<file path="config.mk">
export PLATFORM = sky130hd
export DESIGN_NAME = uart_receiver_flat
export DESIGN_NICKNAME = d
export VERILOG_FILES = /design/src/rtl/uart_pkg.sv /design/src/rtl/uart_receiver_if.sv /design/src/rtl/uart_rx_sync.sv /design/src/rtl/uart_receiver.sv /design/src/flat_wrapper.sv
export SDC_FILE = /design/constraint.sdc
export NUM_CORES = 1
export LEC_CHECK = 0
export ABC_AREA = 1
export CAP_MARGIN = 20
export CORE_AREA = 2 2 74 76
export DETAILED_ROUTE_END_ITERATION = 7
export DIE_AREA = 0 0 76 78
export PLACE_DENSITY = 0.59
export SYNTH_ARGS = -nofsm -noshare
export SYNTH_HDL_FRONTEND = slang
export SYNTH_HIERARCHICAL = 1
export SYNTH_SLANG_ARGS = --single-unit
</file>
<file path="constraint.sdc">
create_clock -name clk -period 1.84 [get_ports clk]
set_input_delay 0.46 -clock clk [delete_from_list [all_inputs] [get_ports clk]]
set_output_delay 0.46 -clock clk [all_outputs]
set_load 0.03 [all_outputs]
</file>
<file path="src/rtl/uart_pkg.sv">
// uart_pkg: constants and state encoding shared by the UART transmitter and receiver.
package uart_pkg;
    localparam int UART_CLKS_PER_BIT = 10416;
    localparam int DATA_BITS = 8;
    typedef enum logic [1:0] {RX_IDLE, RX_START, RX_DATA, RX_STOP} rx_state_e;
endpackage

</file>
<file path="src/rtl/uart_receiver_if.sv">
// uart_receiver_if: serial line in, received byte and status strobes out.
interface uart_receiver_if;
    import uart_pkg::*;
    logic                 RxD;
    logic [DATA_BITS-1:0] data;
    logic                 data_valid;
    logic                 framing_error;
    logic                 busy;
    modport master (input RxD, output data, data_valid, framing_error, busy);
    modport slave (output RxD, input data, data_valid, framing_error, busy);
endinterface

</file>
<file path="src/rtl/uart_rx_sync.sv">
// uart_rx_sync: 2-flop synchronizer for an asynchronous input with a configurable reset value.
module uart_rx_sync #(
    parameter logic RESET_VAL = 1'b1
) (
    input  logic clk,
    input  logic reset,
    input  logic d_i,
    output logic q_o
);
    logic [1:0] sync_q;
    always_ff @(posedge clk) begin
        if (!reset) sync_q <= {2{RESET_VAL}};
        else sync_q <= {sync_q[0], d_i};
    end
    assign q_o = sync_q[1];
endmodule

</file>
<file path="src/rtl/uart_receiver.sv">
// uart_receiver: 8N1 receiver; samples mid-bit, pulses data_valid or framing_error at mid-stop-bit.
module uart_receiver
    import uart_pkg::*;
#(
    parameter int CLKS_PER_BIT = UART_CLKS_PER_BIT,
    parameter int HALF_BIT = CLKS_PER_BIT / 2
) (
    input logic clk,
    input logic reset,
    uart_receiver_if.master rx
);
    localparam int CW = $clog2(CLKS_PER_BIT);
    localparam int IW = $clog2(DATA_BITS);
    localparam logic [CW-1:0] HALF_LAST = CW'(HALF_BIT - 1);
    localparam logic [CW-1:0] BIT_LAST = CW'(CLKS_PER_BIT - 1);
    localparam logic [IW-1:0] IDX_LAST = IW'(DATA_BITS - 1);

    rx_state_e            state_q, state_d;
    logic [CW-1:0]        cnt_q, cnt_d;
    logic [IW-1:0]        idx_q, idx_d;
    logic [DATA_BITS-1:0] shift_q, shift_d, data_q, data_d;
    logic                 valid_q, valid_d, ferr_q, ferr_d, armed_q, armed_d;
    logic [1:0]           prime_q;
    logic                 rx_s;

    uart_rx_sync #(.RESET_VAL(1'b1)) u_sync (
        .clk   (clk),
        .reset (reset),
        .d_i   (rx.RxD),
        .q_o   (rx_s)
    );

    always_ff @(posedge clk) begin
        if (!reset) begin
            state_q <= RX_IDLE;
            cnt_q   <= '0;
            idx_q   <= '0;
            shift_q <= '0;
            data_q  <= '0;
            valid_q <= 1'b0;
            ferr_q  <= 1'b0;
            armed_q <= 1'b0;
            prime_q <= '0;
        end else begin
            state_q <= state_d;
            cnt_q   <= cnt_d;
            idx_q   <= idx_d;
            shift_q <= shift_d;
            data_q  <= data_d;
            valid_q <= valid_d;
            ferr_q  <= ferr_d;
            armed_q <= armed_d;
            prime_q <= {prime_q[0], 1'b1};
        end
    end

    // prime_q keeps the synchronizer's reset-value 1s from arming the receiver while the real line is still low
    always_comb begin
        state_d = state_q;
        cnt_d   = cnt_q + 1'b1;
        idx_d   = idx_q;
        shift_d = shift_q;
        data_d  = data_q;
        valid_d = 1'b0;
        ferr_d  = 1'b0;
        armed_d = armed_q;
        case (state_q)
            RX_IDLE: begin
                cnt_d = '0;
                if (rx_s && prime_q[1]) armed_d = 1'b1;
                if (armed_q && !rx_s) state_d = RX_START;
            end
            RX_START: if (cnt_q == HALF_LAST) begin
                cnt_d   = '0;
                idx_d   = '0;
                state_d = rx_s ? RX_IDLE : RX_DATA;
            end
            RX_DATA: if (cnt_q == BIT_LAST) begin
                cnt_d   = '0;
                shift_d = {rx_s, shift_q[DATA_BITS-1:1]};
                idx_d   = idx_q + 1'b1;
                if (idx_q == IDX_LAST) state_d = RX_STOP;
            end
            RX_STOP: if (cnt_q == BIT_LAST) begin
                cnt_d   = '0;
                state_d = RX_IDLE;
                if (rx_s) begin
                    data_d  = shift_q;
                    valid_d = 1'b1;
                end else begin
                    ferr_d  = 1'b1;
                    armed_d = 1'b0;
                end
            end
            default: state_d = RX_IDLE;
        endcase
    end

    assign rx.data          = data_q;
    assign rx.data_valid    = valid_q;
    assign rx.framing_error = ferr_q;
    assign rx.busy          = (state_q != RX_IDLE);
endmodule

</file>
<file path="src/flat_wrapper.sv">
// flat-port wrapper written by rule: the top's interface ports become plain ports
module uart_receiver_flat import uart_pkg::*;
#(
    parameter int CLKS_PER_BIT = UART_CLKS_PER_BIT,
    parameter int HALF_BIT = CLKS_PER_BIT / 2
)
  (clk, reset, rx_RxD, rx_data, rx_data_valid, rx_framing_error, rx_busy);
  uart_receiver_if rx_i ();
  input logic clk;
  input logic reset;
  input wire logic [$bits(rx_i.RxD)-1:0] rx_RxD;
  output wire logic [$bits(rx_i.data)-1:0] rx_data;
  output wire logic [$bits(rx_i.data_valid)-1:0] rx_data_valid;
  output wire logic [$bits(rx_i.framing_error)-1:0] rx_framing_error;
  output wire logic [$bits(rx_i.busy)-1:0] rx_busy;
  assign rx_i.RxD = rx_RxD;
  assign rx_data = rx_i.data;
  assign rx_data_valid = rx_i.data_valid;
  assign rx_framing_error = rx_i.framing_error;
  assign rx_busy = rx_i.busy;
  uart_receiver #(.CLKS_PER_BIT(CLKS_PER_BIT), .HALF_BIT(HALF_BIT)) u_core (.clk(clk), .reset(reset), .rx(rx_i));
endmodule
</file>
==> results of run 1 <==
==> cells in the final DEF (no fill, tap or decap), types with 2 or more instances in the layout <==
cell	count
inv_1	34
ha_1	3
clkbuf_8	5
buf_4	6
a21oi_2	2
a21oi_1	26
o21ai_2	2
clkdlybuf4s50_1	12
dfxtp_1	42
nor3_1	8
nor2_2	2
nand4_1	3
nor2_1	23
clkinvlp_4	2
o21ai_0	18
inv_2	2
xor2_1	3
nand2_1	38
nand3_1	8
==> where the power goes <==
group / internal, uW / total, uW / switching [uW]
combinational: 30.3 / 83.4 / 53.1
clock: 271 / 604 / 333
sequential: 920 / 929 / 8.85
==> through the flow <==
stage	cell area (um2)	hold WS [ns]	cells	power [uW]
final	2080	0.423	321	1620
after global routing	2080	0.458	321	1690
after CTS	2050	0.425	318	1650
after detailed placement	1960	0.404	310	1040
after global placement	1960	0.394	310	1040
after floorplan	1750	0.380	229	1010
==> state kept, by name, summed over array words and instances (netlist names), named ones only <==
register	count
u_core/cnt_q	14
u_core/rx.data	8
u_core/shift_q	8
u_core/idx_q	3
u_core/prime_q	2
u_core/u_sync/sync_q	2
u_core/armed_q	1
u_core/rx.data_valid	1
u_core/rx.framing_error	1
u_core/state_q	1
==> routing by layer <==
layer	vias to the layer above	part of all wire
met5	-	0
met4	0	0.017
li1	771	-
met2	25	0.46
met3	7	0.034
met1	629	0.49
==> cells by family (layout without fill, tap and decap cells) <==
family                     count (synthesis)  count (layout)  share of synthesized area
DFF                                       42              42                      0.480
adders and majority gates                  3               3                     0.0214
xor gates and xnor gates                   4               4                     0.0200
buffers and inverters                     43              64                      0.101
AOI/OAI and AO/OA                         50              50                      0.154
and+or+nand+nor                           87              88                      0.224
==> how the worst min path moves through the flow <==
stage / from / end / slack [ns] / depth (start not counted)
2_1_floorplan: u_core/u_sync/sync_q[0] / u_core/u_sync/sync_q[1] / 0.38 / 2
3_3_place_gp: u_core/prime_q[0] / u_core/prime_q[1] / 0.39 / 2
3_5_place_dp: u_core/prime_q[0] / u_core/prime_q[1] / 0.40 / 2
4_1_cts: u_core/prime_q[0] / u_core/prime_q[1] / 0.43 / 2
5_1_grt: u_core/prime_q[0] / u_core/prime_q[1] / 0.46 / 2
6_report: u_core/prime_q[0] / u_core/prime_q[1] / 0.42 / 2
==> area by class of cell <==
| class | instances | area [um2] |
|---|---|---|
| inverters | 37 | 139 |
| clock buffers | 5 | 68.8 |
| well taps | 70 | 87.6 |
| flip-flops and latches | 42 | 841 |
| fillers | 532 | 2960 |
| multi-input cells | 145 | 748 |
| repair buffers | 19 | 174 |
| clock inverters | 3 | 23.8 |
==> what timing repair did <==
action | CTS | global route
setup buffers | 0 | 2
pin swaps | 0 | 1
cloned | 0 | 1
resized for setup | 1 | 1
endpoints found under the setup margin | 1 | 6
==> impl_results.md, run 1 <==
* Total Wirelength at 3.21 mm
* Commonest cells post-synth: dfxtp_1 (42), nand2_1 (38), inv_1 (34)
* Initial drt markers at 27
* Post-DR vias/cell at 4.46
* Die area at 5930 um2
* Slew Viols, Final at 0
* Post-synthesis sequential area ratio at 0.480
* RSZ-0062 raised after global routing: no
* Syn_area_per_cell at 7.65 um2
* Routed Antenna Nets at 0
* FF-to-FF Start: u_core/cnt_q[0]
* Hold Path Class: reg -> reg
* Initial antenna violation count at 0
* Critical path capture point type: primary output
* YS warnings at 6
* Synth Flop Type: dfxtp_1
* Fin crit share at 0.971
* Nets@finish at 256
* CTS Root Cell: clkbuf_8
* TritonCTS clock tree: built
* Count of flip-flops with a built-in enable after synthesis at 0
* Layout cells sized above 1 at 0.108
* First-pass GRT wire length at 5.66 mm
* Final Critical Period at 1.79 ns
* Overall Global Routing Usage at 0.117
* CP bufs+invs at 1
* CTS Buf Count at 5
* Ports at 14
* Vias in the first global route at 1347
* Max_cap viols at 0
* Worst path depth at 1
* DR WL/cell at 10.0 um
* Final hold viol count at 0
* FF-to-FF setup slack at 0.22 ns
* CP delay by family, top: buffers and inverters
* Syn Nets at 235
* Die Wd at 76 um
* Top cells by area, synth: dfxtp_1 (48%), nand2_1 (8.1%), a21oi_1 (7.4%), inv_1 (7.3%), o21ai_0 (5.1%)
* Destination of the critical timing path: rx_data[5]
* Global route overflow at 0
* Met2 global-route usage at 0.197
* Clock sink count at 42
* Row count at 26
* CP cell instances: clkdlybuf4s50_1
* PD cells at 776 nW/um2
* Fmax at 0.560 GHz
* Post-synth top area share at 0.480
* Die Span Y at 78 um
* Post-DP HPWL at 2.30 mm
* Final WS setup at 0.0535 ns
* Worst path max stage delay at 0.68 ns
* CP max stage cell: clkdlybuf4s50_1
* Fin util at 0.413
* Post-Route Skew at 0.00750 ns
* Met1 Use GR at 0.138
* Slew headroom at 0.765
* I/O Buffers at 13
* Core ar. at 5040 um2
* Clk Latency, worst-skew pair at 0.30 ns
* Post-synthesis register bit count at 42
* # DRC at 0
* Placer congestion estimate at 0.817
* Most common cell in the netlist: dfxtp_1
* WS Path Type: reg -> out
* Slew at the pin closest to its max-slew limit at 0.350 ns
* Leading area contributor after synthesis: dfxtp_1
* RR Endpoint: u_core/shift_q[3]
* P_leak at 0.000831 uW
* Htree depth at 2
* Setup_tns at 0 ns
* WP data required at 1.38 ns
* Clk slew on worst S/H paths at 0.09 ns
* R2R cell count at 9
* Cell Area, Synth at 1750 um2
* Grt peak-use layer: met2
* Initial core utilization at 0.347
* Launch point of the critical path: u_core/rx.data[5]
* Outcome: finished, final reports clean
* Ys async rst share at 0
* Count of final setup violators at 0
* Via count at 1432
* CP arrival at 1.33 ns
* Pin count of the biggest net entering global routing at 21
* Crit start category: flop
* Layout overhead on the synthesized area at 18.9%
* GR Layer Usage met3 at 0.0349
* Diode count at 0
* Placement Setup Slack at 0.153 ns
* DR pass1 iterations at 5
* Synth cell types at 27
* Maximum VDD drop at 419 uV
* CTS Buffer Depth at 2
* Synth Instances at 229
* Hold buffer count at CTS at 0
* Worst-path fanout max at 2
Power figures use the tool's default switching activity.
==> run 2, diff against run 1 <==
--- a/config.mk
+++ b/config.mk
@@ -7,10 +7,10 @@
 export LEC_CHECK = 0
 export ABC_AREA = 1
 export CAP_MARGIN = 20
-export CORE_AREA = 2 2 74 76
+export CORE_AREA = 4 4 61 63
 export DETAILED_ROUTE_END_ITERATION = 7
-export DIE_AREA = 0 0 76 78
-export PLACE_DENSITY = 0.59
+export DIE_AREA = 0 0 65 67
+export PLACE_DENSITY = 0.83
 export SYNTH_ARGS = -nofsm -noshare
 export SYNTH_HDL_FRONTEND = slang
 export SYNTH_HIERARCHICAL = 1
==> constraint.sdc (replaced) <==
create_clock -name clk -period 1.84 [get_ports clk]
set_input_delay 0.46 -clock clk [delete_from_list [all_inputs] [get_ports clk]]
set_output_delay 0.46 -clock clk [all_outputs]
set_load 0.02 [all_outputs]
==> run 2 against run 1 <==
Non-clock buffer count fell by 1. Clock power fell by 2%. Flip-flop and latch count did not move.
==> impl_results.md, run 2 (same netlist as run 1, synthesis figures left out) <==
* Outcome: finished, final reports clean
* Htree depth at 2
* RSZ-0062 raised after global routing: no
* WS Path Type: reg -> out
* Sequential share of power at 0.580
* Number of flip-flops in the largest register at 14
* Layout cells sized above 1 at 0.0964
* Post-DP HPWL at 2.44 mm
* Crit start category: flop
* TritonCTS clock tree: built
* Final hold viol count at 0
* Post-DR vias/cell at 4.99
* Initial antenna violation count at 0
* CP max stage cell: clkdlybuf4s50_1
* WP data required at 1.38 ns
* Die area at 4360 um2
* Worst hold margin at 0.425 ns
* DR pass1 iterations at 4
* Row count at 21
* Total Wirelength at 3.30 mm
* Diode count at 0
* Ports at 14
* Internal at 1240 uW
* Clock sink count at 42
* Worst path max stage delay at 0.61 ns
* Final Critical Period at 1.79 ns
* Quantity of gates resized following cts at 1
* Fmax at 0.559 GHz
* Routed Antenna Nets at 0
* Slew Viols, Final at 0
* Fin crit share at 0.973
* Core ar. at 3230 um2
* Clk slew on worst S/H paths at 0.13 ns
* PD cells at 794 nW/um2
* Gate power share at 0.053
* Slew headroom at 0.806
* Post-CTS Setup Bufs at 0
* Placer congestion estimate at 0.779
* Most common cell after layout, fill and taps aside: dfxtp_1
* Worst-path fanout max at 2
* Top reg by flops: u_core/cnt_q
* Commonest cells after routing, fill and taps aside: dfxtp_1 (42), nand2_1 (38), inv_1 (34)
* # DRC at 0
* First-pass GRT wire length at 5.74 mm
* I/O Buffers at 13
* Sw Ratio at 0.228
* Clk Latency, worst-skew pair at 0.35 ns
* CP bufs+invs at 1
* Slew at the pin closest to its max-slew limit at 0.289 ns
* Fillers at 292
* Setup_tns at 0 ns
* CTS Root Cell: clkbuf_4
* Global route overflow at 0
* Nets@finish at 254
* P_leak at 0.000821 uW
* Maximum VDD drop at 505 uV
* CP cell instances: clkdlybuf4s50_1
* Post-Route Skew at 0.0139 ns
* Die Span Y at 67 um
* Overall Global Routing Usage at 0.169
* Initial drt markers at 75
* Vias in the first global route at 1400
* Sw power at 366 uW
* Hold buffer count at CTS at 0
* CP delay by family, top: buffers and inverters
* Pin count of the biggest net entering global routing at 21
* Die Wd at 65 um
* Initial core utilization at 0.542
* Critical path capture point type: primary output
* Layout overhead on the synthesized area at 15.4%
* CTS Buffer Depth at 2
* CTS Buf Count at 5
* Clock share of power at 0.368
* Via count at 1472
* DR WL/cell at 11.2 um
* Hold Path Class: reg -> reg
* Count of final setup violators at 0
* CP arrival at 1.33 ns
* Max_cap viols at 0
[run 2: power groups by stage]
stage	logic (uW)	registers, uW	clock network, uW
after global placement	84.0	950	0
after global routing	96.3	932	637
after CTS	83.8	930	600
final	84.4	930	590
after detailed placement	86.7	950	0
after floorplan	55.5	948	0
[run 2: cell type report]
cell class                 count  area, um2  area share
inverter                      37        139      0.0687
multi-input combinational    144        734       0.363
tap                           46       57.6      0.0285
clock inverter                 3       45.0      0.0223
timing repair buffer          18        166      0.0824
clock buffer                   5       37.5      0.0186
sequential                    42        841       0.416
[run 2: final timing paths]
path | to | start | slack (ns) | depth (start not counted)
setup / recovery | rx_data[6] | u_core/rx.data[6] | 0.05 | 1
hold / removal | u_core/u_sync/sync_q[1] | u_core/u_sync/sync_q[0] | 0.42 | 2
hold reg to reg | u_core/u_sync/sync_q[1] | u_core/u_sync/sync_q[0] | 0.42 | 2
setup reg to reg | u_core/rx.data[1] | u_core/cnt_q[0] | 0.18 | 9
[run 2: metrics by stage]
step	area [um2]	instances	setup WS (ns)	util	total power [uW]
CTS	2020	295	0.0355	0.625	1610
finish	2020	295	0.0500	0.625	1600
global route	2020	295	0.00418	0.625	1670
global placement	1940	287	0.183	0.600	1030
detailed placement	1940	287	0.166	0.600	1040
floorplan	1750	229	0.393	-	1000
[run 2: metal layers]
metal	global-route usage	share of wire	vias to the layer above
li1	-	-	769
met1	0.191	0.45	671
met2	0.296	0.50	23
met4	0.0844	0.020	0
met3	0.0405	0.029	9
met5	0	0	-
